**src/rtl/icache_pkg.sv**
```systemverilog
// Shared definitions for the direct-mapped I-cache sequencer.
// Geometry: 128 lines x 32 B, 20-bit tag, 7-bit index, 3-bit word offset.
// Address field positions and the sequencer state encoding live here.
package icache_pkg;
  localparam int TAG_W      = 20;
  localparam int INDEX_W    = 7;
  localparam int LINE_WORDS = 8;
  localparam int OFF_W      = 3;
  localparam int TAG_LSB    = 12;
  localparam int IDX_LSB    = 5;
  localparam int OFF_LSB    = 2;

  typedef enum logic [2:0] {
    ST_INIT,
    ST_IDLE,
    ST_LOOKUP,
    ST_MISS,
    ST_REFILL,
    ST_TAGWR,
    ST_RESP
  } state_t;
endpackage

```
**src/rtl/icache_axi_rd.sv**
```systemverilog
// AXI read-burst helper: AR handshake and R-beat counting for one line refill.
// Latency: purely combinational strobes; the beat counter advances on each accepted beat.
// Backpressure: arvalid held while ar_start until arready; rready held while r_active.
module icache_axi_rd
  import icache_pkg::*;
(
  input  logic             clk,
  input  logic             rst,
  input  logic             ar_start,
  input  logic             r_active,
  input  logic             arready,
  input  logic             rvalid,
  input  logic             rlast,
  output logic             arvalid,
  output logic             ar_done,
  output logic             rready,
  output logic             beat,
  output logic [OFF_W-1:0] offset,
  output logic             done
);
  logic [OFF_W-1:0] cnt;

  assign arvalid = ar_start;
  assign ar_done = ar_start & arready;
  assign rready  = r_active;
  assign beat    = r_active & rvalid;
  assign done    = beat & rlast;
  assign offset  = cnt;

  // Beat counter: wraps naturally at 8, cleared on the last beat so the next burst starts at 0.
  always_ff @(posedge clk) begin
    if (rst) cnt <= '0;
    else if (beat) cnt <= rlast ? '0 : cnt + 3'd1;
  end
endmodule

```
**src/rtl/icache_ctrl.sv**
```systemverilog
// I-cache sequencer: tag lookup, 8-beat AXI line refill on miss, tag write, CPU response.
// Latency: hit returns data the cycle after accept; miss = 2 + AR wait + 8 beats + 2 cycles.
// Backpressure: requests are only accepted in INIT/IDLE with tag_work high; AXI waits stall the FSM.
module icache_ctrl
  import icache_pkg::*;
(
  input  logic        clk,
  input  logic        rst,
  input  logic        cpu_req,
  input  logic [31:0] cpu_addr,
  output logic        cpu_addr_ok,
  output logic        cpu_data_ok,
  output logic [31:0] cpu_rdata,
  output logic [31:0] tag_addr,
  output logic        tag_wen,
  output logic [20:0] tag_wdata,
  input  logic        tag_hit,
  input  logic        tag_valid,
  input  logic        tag_work,
  output logic [6:0]  dram_index,
  output logic [2:0]  dram_offset,
  output logic        dram_wen,
  output logic [31:0] dram_wdata,
  input  logic [31:0] dram_rdata,
  output logic        arvalid,
  output logic [31:0] araddr,
  output logic [7:0]  arlen,
  output logic [2:0]  arsize,
  input  logic        arready,
  input  logic        rvalid,
  input  logic [31:0] rdata,
  input  logic        rlast,
  output logic        rready
);
  state_t      state, state_nxt;
  logic [31:0] req_addr;
  logic [31:0] rdata_q;
  logic [31:0] addr_sel;
  logic        accept, hit, ar_start, r_active;
  logic        ar_done, beat, done;
  logic [2:0]  beat_off;

  // INIT accepts as soon as tag_work rises so the first fetch is not delayed a cycle.
  assign accept      = !rst && tag_work && cpu_req && (state == ST_IDLE || state == ST_INIT);
  assign cpu_addr_ok = accept;
  assign hit         = tag_hit & tag_valid;
  assign ar_start    = (state == ST_MISS);
  assign r_active    = (state == ST_REFILL);

  // Tag array and data RAM see the incoming address on the accept cycle, the latched one otherwise.
  assign addr_sel    = accept ? cpu_addr : req_addr;
  assign tag_addr    = addr_sel;
  assign tag_wdata   = {1'b1, req_addr[31:TAG_LSB]};
  assign dram_index  = addr_sel[IDX_LSB +: INDEX_W];
  assign dram_offset = r_active ? beat_off : addr_sel[OFF_LSB +: OFF_W];
  assign dram_wen    = beat;
  assign dram_wdata  = rdata;
  assign araddr      = {req_addr[31:IDX_LSB], 5'b0};
  assign arlen       = 8'd7;
  assign arsize      = 3'b010;

  // On a hit the RAM read word goes straight out; otherwise the captured word is presented.
  assign cpu_rdata   = (state == ST_LOOKUP) ? dram_rdata : rdata_q;

  icache_axi_rd u_axi_rd (
    .clk      (clk),
    .rst      (rst),
    .ar_start (ar_start),
    .r_active (r_active),
    .arready  (arready),
    .rvalid   (rvalid),
    .rlast    (rlast),
    .arvalid  (arvalid),
    .ar_done  (ar_done),
    .rready   (rready),
    .beat     (beat),
    .offset   (beat_off),
    .done     (done)
  );

  // State register.
  always_ff @(posedge clk) begin
    if (rst) state <= ST_INIT;
    else     state <= state_nxt;
  end

  // Next-state and per-state strobes.
  always_comb begin
    state_nxt   = state;
    tag_wen     = 1'b0;
    cpu_data_ok = 1'b0;
    case (state)
      ST_INIT: begin
        if (accept)        state_nxt = ST_LOOKUP;
        else if (tag_work) state_nxt = ST_IDLE;
      end
      ST_IDLE: begin
        if (accept) state_nxt = ST_LOOKUP;
      end
      ST_LOOKUP: begin
        if (hit) begin
          cpu_data_ok = 1'b1;
          state_nxt   = ST_IDLE;
        end else begin
          state_nxt   = ST_MISS;
        end
      end
      ST_MISS: begin
        if (ar_done) state_nxt = ST_REFILL;
      end
      ST_REFILL: begin
        if (done) state_nxt = ST_TAGWR;
      end
      ST_TAGWR: begin
        tag_wen   = 1'b1;
        state_nxt = ST_RESP;
      end
      ST_RESP: begin
        cpu_data_ok = 1'b1;
        state_nxt   = ST_IDLE;
      end
      default: state_nxt = ST_INIT;
    endcase
  end

  // Request address latch and response word capture (hit word or the critical refill beat).
  always_ff @(posedge clk) begin
    if (rst) begin
      req_addr <= '0;
      rdata_q  <= '0;
    end else begin
      if (accept) req_addr <= cpu_addr;
      if (state == ST_LOOKUP && hit) rdata_q <= dram_rdata;
      if (beat && beat_off == req_addr[OFF_LSB +: OFF_W]) rdata_q <= rdata;
    end
  end
endmodule

```
**config.mk**
```make
export PLATFORM = sky130hd
export DESIGN_NAME = icache_ctrl
export DESIGN_NICKNAME = d
export VERILOG_FILES = /design/src/rtl/icache_pkg.sv /design/src/rtl/icache_axi_rd.sv /design/src/rtl/icache_ctrl.sv
export SDC_FILE = /design/constraint.sdc
export NUM_CORES = 1
export LEC_CHECK = 0
export CORE_MARGIN = 10
export CORE_UTILIZATION = 25
export CTS_CLUSTER_SIZE = 20
export DETAILED_ROUTE_END_ITERATION = 8
export GPL_ROUTABILITY_DRIVEN = 0
export HOLD_SLACK_MARGIN = 0.05
export PLACE_DENSITY = 0.61
export SLEW_MARGIN = 20
export SYNTH_ARGS = -nofsm -noshare
export SYNTH_HDL_FRONTEND = slang
export SYNTH_HIERARCHICAL = 1
export SYNTH_SLANG_ARGS = --single-unit
```
**constraint.sdc**
```tcl
create_clock -name clk -period 2.68 [get_ports clk]
set_input_delay 0.536 -clock clk [delete_from_list [all_inputs] [get_ports clk]]
set_output_delay 0.536 -clock clk [all_outputs]
set_load 0.02 [all_outputs]
```
---- Word-level counts from Yosys, hierarchy flattened ----
Index checks and enable logic that the tools add are counted.
word-level totals
  flip-flop bits (word level) ............. 70
  input bits .............................. 105
  output and inout port bits .............. 176
  word-level logic and storage cells ...... 46
operators by class
  add/sub/neg operators ................... 1
  equality and inequality tests ........... 11
  multiplexer cells ....................... 16
  bitwise operators ....................... 4
  reductions and logical operators ........ 10
operator list
  cell                                                                      count
  32-bit 2-to-1 mux                                                         4
  3-bit 2-to-1 mux                                                          7
  3-bit case mux with 7 select lines                                        1
  3-bit equality test (second input constant)                               3
  3-bit by 2-bit equality test with 1-bit output (second input constant)    2
  1-bit logical AND                                                         5
  1-bit bitwise AND                                                         4
  2-bit inequality test (second input constant)                             2
  4-bit AND reduction                                                       1
  3-bit by 1-bit adder with 3-bit output (second input constant)            1
  3-bit by 1-bit equality test with 1-bit output (second input constant)    1
  3-bit equality test                                                       1
  3-bit zero test                                                           1
  3-bit inequality test (second input constant)                             1
  1-bit 2-to-1 mux                                                          2
  2-bit 2-to-1 mux                                                          1
  2-bit by 1-bit inequality test with 1-bit output (second input constant)  1
  1-bit case mux with 2 select lines                                        1
  2-bit nonzero test                                                        1
  1-bit zero test                                                           1
  1-bit logical OR                                                          1

---- Depth between registers and ports, before layout ----
Gate-level depths: netlist of run 1.
  word-level depth ........................ 6
  depth in mapped cells ................... 8
  gate-level depth less buffers ........... 7

---- Hierarchy ----
Netlist of run 1, hierarchy kept.
modules (own cells, without submodules)
  module         instances  cells each  area an instance (sq um)
  icache_ctrl    1          459         4300.4
  icache_axi_rd  1          20          195.2

---- Worst setup path after synthesis of run 1 ----
No wires, ideal clock.
  path type ............................... input to output
  from .................................... input port rst
  to ...................................... output port dram_offset[0]
  data arrival time ....................... 1.803 ns
  required time ........................... 2.144 ns
  path slack .............................. 0.341 ns
  stages on the path ...................... 4
  cell sequence ........................... nand4bb_4 nor2_2 mux2_2 mux2_2
on the way
  cells in the longest elaborated chain, start to end .. 6
RTL lines
  item                            RTL line           source
  start: declaration              icache_ctrl.sv:8   input logic rst,
  1-bit zero test                 icache_ctrl.sv:44  assign accept = !rst && tag_work && cpu_req && (state == ST_IDLE || state == ST_INIT);
  1-bit logical AND (3 in a row)  icache_ctrl.sv:44
  32-bit 2-to-1 mux               --
  net tag_addr[2]                 icache_ctrl.sv:14  output logic [31:0] tag_addr,
  3-bit 2-to-1 mux                icache_ctrl.sv:55  assign dram_offset = r_active ? beat_off : addr_sel[OFF_LSB +: OFF_W];
  end: declaration                icache_ctrl.sv:21  output logic [2:0] dram_offset,
The timed path passes the listed nets, and every way through them passes these cells.

---- Worst setup path after layout of run 1 ----
  from .................................... input port tag_work
  to ...................................... output port tag_addr[5]
on the way
  cells in the longest elaborated chain, start to end .. 4
RTL lines
  item                            RTL line           source
  start: declaration              icache_ctrl.sv:19  input logic tag_work,
  1-bit logical AND (3 in a row)  icache_ctrl.sv:44
  32-bit 2-to-1 mux               --
  end: declaration                icache_ctrl.sv:14
No other way between the ends.

==> impl_metrics.toml, run 1 <==
[grt]
grt_overflow = 0
grt_pass1_vias = 4349
grt_antenna_before_repair = 1
grt_pass1_wl_microns = 25700
grt_start_max_net_pins = 72
grt_usage_pct = 13.4

[min_path]
hp-class = "flop to flop"

[route]
wl_met3_microns = 2090
drt_pass1_iterations = 4
wl_per_cell_microns = 18.6
finalWirelength_microns = 16600
detail-route-antenna-nets = 0
route.vias.total = 3943
dr.max_layer_used = "met5"
avgViaCountPerCell = 4.42
drtIter0Drc = 107
route.detailed.drc = 0
wl_met2_microns = 7820
m1WireLength_microns = 6410

[power]
clkPwrFrac_pct = 33.9
power.leakage_nw = 2.89
p_comb_share_pct = 36.6
p_sw_share_pct = 31.8
p_per_area_nw_per_um2 = 554
pwr-share-seq_pct = 29.4
irDropWorstVdd_mv = 0.297
p_sw_w = 0.00124
internal_power_w = 0.00267

[clock_network]
clock_latency_ns = 0.34
ctsHoldBuffers = 0
cts_tree = "yes"
cts.sinks = 70
cts_buffers = 9
clk_pin_slew_ns = 0.06
clockBufferDepth = 2
root_buffer = "clkbuf_16"
h-tree-depth = 3

[synth]
postSynthAreaPerCell_sq_um = 9.39
seq_area_frac_synth_pct = 31.2
netlist_area_sq_um = 4500
yosys_warnings = 6
synth_top_area_share_pct = 31.2
yosysTopAreaCell = "dfxtp_1"
ys_ff_latch = 70
synth_cell_types = 38
synth_flop_cell = "dfxtp_1"
synthCells = 479
synth.area.top_cells = "dfxtp_1 31%, buf_4 18%, mux2_2 17%, a311oi_2 10%, nand2_1 5.7%"
synth-edff-count = 0
ys_async_sr_fraction_pct = 0

[die]
dieArea_sq_um = 23700
fp.dieH_microns = 154
ioPinCount = 281
die_width_microns = 154
start_util_pct = 25.7
core_sq_um = 17500
rows = 48

[timing]
period_minus_slack_ns = 2.62
worstMarginPinSlew_ns = 0.937
skew_ns = 0.00946
maxSlewHeadroom_pct = 37.6
setup_violations = 0
post-route-period-util_pct = 97.9
hold_viol_final = 0
max_freq_ghz = 0.381
rsz0062_at_grt = "no"
drv_slew = 0

[run_status]
status = "complete, no violations"

[final_layout]
final_core_util_pct = 40.4
final_cell_mix = "184 x clkdlybuf4s50_1, 69 x dfxtp_1, 68 x nand2_1"
antenna_cells = 0
stdcell_area_sq_um = 7060
layout-drive-gt1-share_pct = 23.1
layout_commonest_cell = "clkdlybuf4s50_1"
nets = 768
area_growth_pct = 57.1

[placement]
dpl.hpwl_microns = 12700
port_buffers = 263
place_area_sq_um = 6700

[critical_path]
slowest_delay_ns = 0.37
crit_arrival_ns = 2.09
cp_max_fo = 15
crit_buf_inv = 4
path_depth = 7
r2r_start = "state[1]$_SDFFE_PP0P_"
crit_required_ns = 2.14
cp_slowest_cell = "mux2_2"
crit_chain = "dlygate4sd2_1 -> nand4bb_4 -> nor2_4 -> buf_12 -> buf_12 -> mux2_2 -> dlygate4sd2_1"
worst-r2r-setup-slack_ns = 0.65
ff2ff_path_depth = 9
cp-end-kind = "primary output"
startpoint = "tag_work"
start_kind = "input pin"
worstSetupPathType = "input pin to primary output"
r2r-end = "state[1]$_SDFFE_PP0P_"
cp_top_family = "buffers and inverters"
crit_path_end = "tag_addr[5]"

[flow_run]
maxCapViolCount = 0
==> sequential cells by signal (all words and copies together) (netlist names) <==
| register | count |
|---|---|
| req_addr | 32 |
| u_axi_rd/offset | 3 |
| state | 3 |
| rdata_q | 32 |
==> worst reg2reg max path, stage by stage, from the launching register on <==
cell and delay, ns:
dfxtp_1 0.32, buf_4 0.16, nand2b_1 0.18, nor2_1 0.10, buf_4 0.19, and3_2 0.19, mux2i_1 0.11, a32oi_1 0.35
nor2_1 0.08, a311oi_1 0.26
==> power by group through the flow <==
stage                     logic, W  registers [W]  clock network [W]
final                      0.00143        0.00115            0.00133
after global routing       0.00154        0.00116            0.00142
after CTS                  0.00143        0.00115            0.00138
after detailed placement   0.00150        0.00117                  0
after global placement     0.00149        0.00117                  0
after floorplan           0.000899        0.00115                  0
==> worst min path at each step <==
stage / slack, ns / to / startpoint / cells past startpoint
after floorplan: 0.45 / rdata_q[30]$_SDFFE_PP0P_ / rdata_q[30]$_SDFFE_PP0P_ / 2
after global placement: 0.47 / rdata_q[30]$_SDFFE_PP0P_ / rdata_q[30]$_SDFFE_PP0P_ / 2
after detailed placement: 0.47 / rdata_q[31]$_SDFFE_PP0P_ / rdata_q[31]$_SDFFE_PP0P_ / 2
after CTS: 0.49 / rdata_q[31]$_SDFFE_PP0P_ / rdata_q[31]$_SDFFE_PP0P_ / 2
after global routing: 0.52 / rdata_q[31]$_SDFFE_PP0P_ / rdata_q[31]$_SDFFE_PP0P_ / 2
final: 0.48 / rdata_q[31]$_SDFFE_PP0P_ / rdata_q[31]$_SDFFE_PP0P_ / 2
==> cells in the mapped netlist (3+ instances only) <==
| cell | count |
|---|---|
| nor2_1 | 36 |
| xnor2_1 | 3 |
| a21oi_1 | 4 |
| dfxtp_1 | 70 |
| nor2b_1 | 34 |
| a311oi_1 | 3 |
| nand2_1 | 68 |
| mux2_2 | 67 |
| buf_6 | 7 |
| buf_4 | 106 |
| clkbuf_1 | 15 |
| buf_2 | 5 |
| a311oi_2 | 30 |
==> area by class of cell <==
cell class,instances,area [sq um]
Fill cell,1717,10400
Timing Repair Buffer,291,2860
Multi-Input combinational cell,288,2190
Sequential cell,70,1400
Tap cell,225,282
Clock buffer,11,243
Clock inverter,5,81.3
Inverter,2,7.51
==> repair_timing <==
action | CTS | global route
hold endpoints to repair | 0 | 0
resized for setup | 103 | 3
gates cloned | 1 | 1
pin swaps | 1 | 0
endpoints found under the setup margin | 77 | 16
buffers inserted | 5 | 1
==> kinds of logic after synthesis <==
family / share of synthesized area, %
compound gates: 12.6
fa+ha+maj: 0.278
buf+inv: 21.5
xor+xnor: 0.585
mux: 17.0
other cells: 0.167
simple gates: 16.7
flops: 31.2
==> stage by stage <==
stage               hold slack, ns  TNS [ns]  total power [W]  cells  setup WS, ns
global route                 0.515         0          0.00411    892       0.00535
detailed placement           0.475    -18.80          0.00267    869        -0.494
finish                       0.484         0          0.00391    892        0.0574
floorplan                    0.452         0          0.00205    494         0.341
global placement             0.468    -17.85          0.00266    869        -0.469
CTS                          0.487         0          0.00397    891       0.00103
==> metal layers <==
layer / track usage, % / up-vias
li1: - / 1875
met4: 4.14 / 2
met2: 22.0 / 222
met5: 0 / -
met3: 6.83 / 16
met1: 14.8 / 1828
Power figures use the tool's default switching activity.
==> run 2, diff against run 1 <==
--- a/config.mk
+++ b/config.mk
@@ -11,4 +11,5 @@
 export DETAILED_ROUTE_END_ITERATION = 8
 export GPL_ROUTABILITY_DRIVEN = 0
+export GPL_TIMING_DRIVEN = 0
 export HOLD_SLACK_MARGIN = 0.05
 export PLACE_DENSITY = 0.61
==> constraint.sdc (replaced) <==
create_clock -name clk -period 2.68 [get_ports clk]
set_input_delay 0.536 -clock clk [delete_from_list [all_inputs] [get_ports clk]]
set_output_delay 0.536 -clock clk [all_outputs]
set_load 0.01 [all_outputs]
==> run 2 against run 1 <==
Effect of this change: combinational power barely moved; sequential share of layout area fell by 2.2 points; maximum frequency rose by 0.71%; critical path type is now flop to primary output; largest power group unchanged; worst setup slack improved by 0.019 ns.
==> impl_metrics.toml, run 2 (same netlist as run 1, synthesis figures left out) <==
[die]
rows = 48
ioPinCount = 281
start_util_pct = 25.7
fp.dieH_microns = 154
die_width_microns = 154
core_sq_um = 17500
dieArea_sq_um = 23700

[grt]
grt_usage_pct = 14.5
busiest_layer = "met2"
grt_antenna_before_repair = 0
grt_overflow = 0
grt_use_met1_pct = 16.7
grtUsageMet3_pct = 7.45
use_met2_pct = 23.0
grt_pass1_vias = 4508
grt_pass1_wl_microns = 27100
grt_start_max_net_pins = 14

[route]
detail-route-antenna-nets = 0
route.detailed.drc = 0
wl_per_cell_microns = 17.5
drtIter0Drc = 155
drt_pass1_iterations = 4
route.vias.total = 4276
avgViaCountPerCell = 4.22
finalWirelength_microns = 17800

[timing]
rsz0062_at_grt = "yes"
hold_viol_final = 0
post-route-period-util_pct = 97.2
worstMarginPinSlew_ns = 0.743
skew_ns = 0.00587
setup_tns_ns = 0
max_freq_ghz = 0.384
drv_slew = 0
timing.final.ws_setup_ns = 0.0759
maxSlewHeadroom_pct = 50.5
setup_violations = 0
period_minus_slack_ns = 2.60

[clock_network]
h-tree-depth = 3
clk_pin_slew_ns = 0.06
cts_tree = "yes"
cts.sinks = 70
cts_buffers = 9
root_buffer = "clkbuf_16"
clock_latency_ns = 0.33
clockBufferDepth = 2
ctsHoldBuffers = 0

[power]
power.leakage_nw = 3.56
irDropWorstVdd_mv = 0.357
p_per_area_nw_per_um2 = 497

[final_layout]
fillers = 1788
nets = 889
area_growth_pct = 77.0
layout_commonest_cell = "clkdlybuf4s50_1"
antenna_cells = 0
stdcell_area_sq_um = 7960
final_cell_mix = "186 x clkdlybuf4s50_1, 119 x buf_4, 70 x dfxtp_1"
layout-drive-gt1-share_pct = 34.4
largest_registers = "rdata_q x32, req_addr x32"

[critical_path]
start_kind = "flop"
crit_required_ns = 2.14
crit_chain = "buf_2 -> nor3b_4 -> buf_6 -> mux2_2 -> clkdlybuf4s50_1"
cp_max_fo = 10
cp-end-kind = "primary output"
worstSetupPathType = "flop to primary output"
cp_slowest_cell = "clkdlybuf4s50_1"
slowest_delay_ns = 0.49
crit_arrival_ns = 2.07

[run_status]
status = "complete, no violations"

[flow_run]
maxCapViolCount = 0

[placement]
dpl.hpwl_microns = 14100
port_buffers = 263
dp_slack_ns = -1.03
place_area_sq_um = 7470

[min_path]
hp-class = "flop to flop"
## run 2: changes by cell type in the layout (fill, tap and decap cells not counted), moves of 2 or more
cell,change
buf_2,+11
clkdlybuf4s15_2,+2
buf_6,+10
clkdlybuf4s15_1,-12
mux2_4,+8
buf_12,-4
clkbuf_1,+14
dlymetal6s2s_1,+7
dlygate4sd2_1,-8
clkinv_4,+2
clkdlybuf4s50_1,+2
buf_4,+96
mux2_2,-8
## run 2: cell type report
cell class                 count  area (sq um)  share of cell area (%)
clock inverter                 7           123                    1.54
tap                          225           282                    3.54
sequential                    70          1400                    17.6
multi-input combinational    288          2230                    28.0
clock buffer                   9           225                    2.83
buffer                       131           945                    11.9
inverter                       2          7.51                  0.0944
timing repair buffer         281          2750                    34.5
## run 2: routing by layer
layer	wire [microns]	vias to the layer above	share of wire (%)
met5	0	-	0
li1	-	2120	-
met3	2380	10	13
met2	8050	221	45
met1	7190	1925	40
met4	153	0	0.86
## run 2: critical path, delay by kind of cell, from the launching register on
family | cells | cell delay [ns]
mux | 1 | 0.34
simple gates | 1 | 0.25
flops | 1 | 0.29
buf+inv | 3 | 0.85
## run 2: repair_timing
action,4_1_cts,5_1_grt
endpoints found under the setup margin,109,47
pin swaps,3,2
cloned,2,0
gates resized for setup,139,11
buffers inserted,14,2
## run 2: metrics by stage
| step | power (W) | util [%] | hold slack, ns | std cells |
|---|---|---|---|---|
| 2_1_floorplan | 0.00187 | - | 0.452 | 494 |
| 3_3_place_gp | 0.00260 | 42.7 | 0.470 | 982 |
| 3_5_place_dp | 0.00260 | 42.7 | 0.478 | 982 |
| 4_1_cts | 0.00402 | 45.3 | 0.487 | 1012 |
| 5_1_grt | 0.00417 | 45.5 | 0.512 | 1013 |
| 6_report | 0.00395 | 45.5 | 0.481 | 1013 |
## run 2: worst paths after layout
check | from | end | slack, ns | cells past startpoint
worst max-delay path | state[0]$_SDFFE_PP0P_ | cpu_rdata[26] | 0.08 | 5
worst min-delay path | rdata_q[30]$_SDFFE_PP0P_ | rdata_q[30]$_SDFFE_PP0P_ | 0.48 | 2
worst max register to register | state[2]$_SDFFE_PP0P_ | rdata_q[20]$_SDFFE_PP0P_ | 0.53 | 8
worst min register to register | rdata_q[30]$_SDFFE_PP0P_ | rdata_q[30]$_SDFFE_PP0P_ | 0.48 | 2
## run 2: power by group
part	switching, W	internal, W	leakage, nW
registers	0.0000338	0.00111	0.567
logic	0.000581	0.000831	2.83
clock network	0.000488	0.000912	0.162
total	0.00110	0.00285	3.56
==> run 3, diff against run 2 <==
- CORE_UTILIZATION: 25 -> 38
- PLACE_DENSITY: 0.61 -> 0.86
==> run 3 against run 2 <==
Effect of this change: via count grew 3.6%; power fell by 0.48%; maximum frequency shrank 0.95%; die area is 30% lower; clock skew down 0.00098 ns; core utilization increased by 23 points; worst hold slack got worse by 0.0033 ns; register-to-register slack better by 0.02 ns; non-clock buffer count up 2; critical endpoint is now tag_addr[4]; final area shrank 1.1%; worst setup slack worse by 0.025 ns.
==> impl_metrics.toml, run 3 (same netlist as run 1, synthesis figures left out) <==
[placement]
port_buffers = 263
place_area_sq_um = 7360
dpl.hpwl_microns = 13900
dp.cells = 900

[min_path]
holdPathStages = 2
hp-class = "input pin to flop"
min-delay-start = "rst"
whs_endpoint = "u_axi_rd/offset[1]$_SDFFE_PP0P_"

[die]
die_width_microns = 129
ioPinCount = 281
dieArea_sq_um = 16600
rows = 39
start_util_pct = 39.0
core_sq_um = 11500
fp.dieH_microns = 129

[grt]
grt_start_max_net_pins = 14
grt_pass1_vias = 4713
grt_antenna_before_repair = 1
grt_overflow = 0
grt_pass1_wl_microns = 26300
grt_usage_pct = 19.8

[route]
finalWirelength_microns = 17500
route.detailed.drc = 0
wl_per_cell_microns = 18.7
drt_pass1_iterations = 4
drtIter0Drc = 126
route.vias.total = 4432
avgViaCountPerCell = 4.75
detail-route-antenna-nets = 0

[clock_network]
root_buffer = "clkbuf_16"
cts_buffers = 9
cts.sinks = 70
h-tree-depth = 3
clk_pin_slew_ns = 0.06
ctsHoldBuffers = 0
clock_latency_ns = 0.32
cts_tree = "yes"
clockBufferDepth = 2

[final_layout]
area_growth_pct = 75.1
final_cell_mix = "189 x clkdlybuf4s50_1, 119 x buf_4, 69 x dfxtp_1"
fillers = 903
final_core_util_pct = 68.3
layout-drive-gt1-share_pct = 34.9
antenna_cells = 0
instances_no_fill = 933
nets = 891
layout_commonest_cell = "clkdlybuf4s50_1"
largest_registers = "rdata_q x32, req_addr x32"
stdcell_area_sq_um = 7870

[critical_path]
start_kind = "flop"
worstSetupPathType = "flop to primary output"
r2r_start = "state[2]$_SDFFE_PP0P_"
r2r-end = "rdata_q[13]$_SDFFE_PP0P_"
ff2ff_path_depth = 8
worst-r2r-setup-slack_ns = 0.55
crit_required_ns = 2.14
crit_arrival_ns = 2.09
cp_max_fo = 5
cp-end-kind = "primary output"

[timing]
period_minus_slack_ns = 2.63
worstMarginPinSlew_ns = 0.701
max_freq_ghz = 0.380
post-route-period-util_pct = 98.1
drv_slew = 0
hold_viol_final = 0
maxSlewHeadroom_pct = 53.3
rsz0062_at_grt = "yes"
setup_violations = 0
skew_ns = 0.00489

[flow_run]
maxCapViolCount = 0

[run_status]
status = "complete, no violations"

[power]
p_per_area_nw_per_um2 = 500
power.leakage_nw = 3.49
irDropWorstVdd_mv = 0.347
-- run 3: changes by cell type in the layout (fill, tap and decap cells not counted), moves of 2 or more --
| cell | before | now |
|---|---|---|
| dlygate4sd2_1 | 48 | 50 |
| buf_12 | 0 | 3 |
| buf_6 | 11 | 16 |
| dlymetal6s2s_1 | 8 | 1 |
| clkdlybuf4s15_2 | 5 | 0 |
| clkinv_4 | 2 | 0 |
| clkbuf_2 | 0 | 3 |
| buf_2 | 12 | 10 |
| clkdlybuf4s50_1 | 186 | 189 |
| inv_6 | 0 | 2 |
-- run 3: how the worst max path moves through the flow --
stage               slack [ns]                   from  cells after the start             end
CTS                       0.01  state[1]$_SDFFE_PP0P_                      7    tag_addr[11]
global route             -0.01  state[1]$_SDFFE_PP0P_                      7    tag_addr[11]
detailed placement       -0.95                    rst                      6  dram_offset[1]
finish                    0.05  state[1]$_SDFFE_PP0P_                      5     tag_addr[4]
global placement         -0.97                    rst                      6  dram_offset[1]
floorplan                 0.40                    rst                      5    tag_addr[10]
-- run 3: what timing repair did --
action | in CTS | in global routing
cloned | 2 | 0
pin swaps | 3 | 2
gates resized for setup | 143 | 19
setup endpoints to repair | 107 | 29
setup buffers | 9 | 7
-- run 3: per-layer routing --
metal,GRT usage (%),vias up,part of all wire [%]
met2,37.4,172,52
met3,7.89,24,9.6
met4,4.62,2,1.5
met5,0,-,0.074
met1,19.9,2110,37
li1,-,2124,-
-- run 3: cell type report --
| type | count | area (sq um) | share of cell area (%) |
|---|---|---|---|
| Clock buffer | 9 | 225 | 2.86 |
| Clock inverter | 7 | 120 | 1.53 |
| Timing Repair Buffer | 281 | 2730 | 34.7 |
| Multi-Input combinational cell | 288 | 2230 | 28.3 |
| Tap cell | 143 | 179 | 2.27 |
| Sequential cell | 70 | 1410 | 17.9 |
| Inverter | 2 | 7.51 | 0.0954 |
| Buffer | 133 | 975 | 12.4 |
-- run 3: through the flow --
step / setup WS [ns] / hold slack (ns) / total power [W] / TNS [ns]
finish: 0.0509 / 0.478 / 0.00393 / 0
global route: -0.0117 / 0.481 / 0.00411 / -0.0155
CTS: 0.00992 / 0.470 / 0.00395 / 0
detailed placement: -0.953 / 0.483 / 0.00259 / -37.26
global placement: -0.974 / 0.465 / 0.00256 / -37.34
floorplan: 0.405 / 0.452 / 0.00187 / 0
-- run 3: report_power, final --
part           switching (W)  total [W]  internal, W
registers          0.0000407    0.00115      0.00111
logic               0.000578    0.00141     0.000828
clock network       0.000465    0.00138     0.000914
total                0.00108    0.00393      0.00285
-- run 3: worst max-delay path, stage by stage (launching register included) --
cell and delay [ns]:
dfxtp_4 0.36, nand4bb_4 0.24, nor2_4 0.21, buf_12 0.15, mux2_4 0.31, clkdlybuf4s50_1 0.51
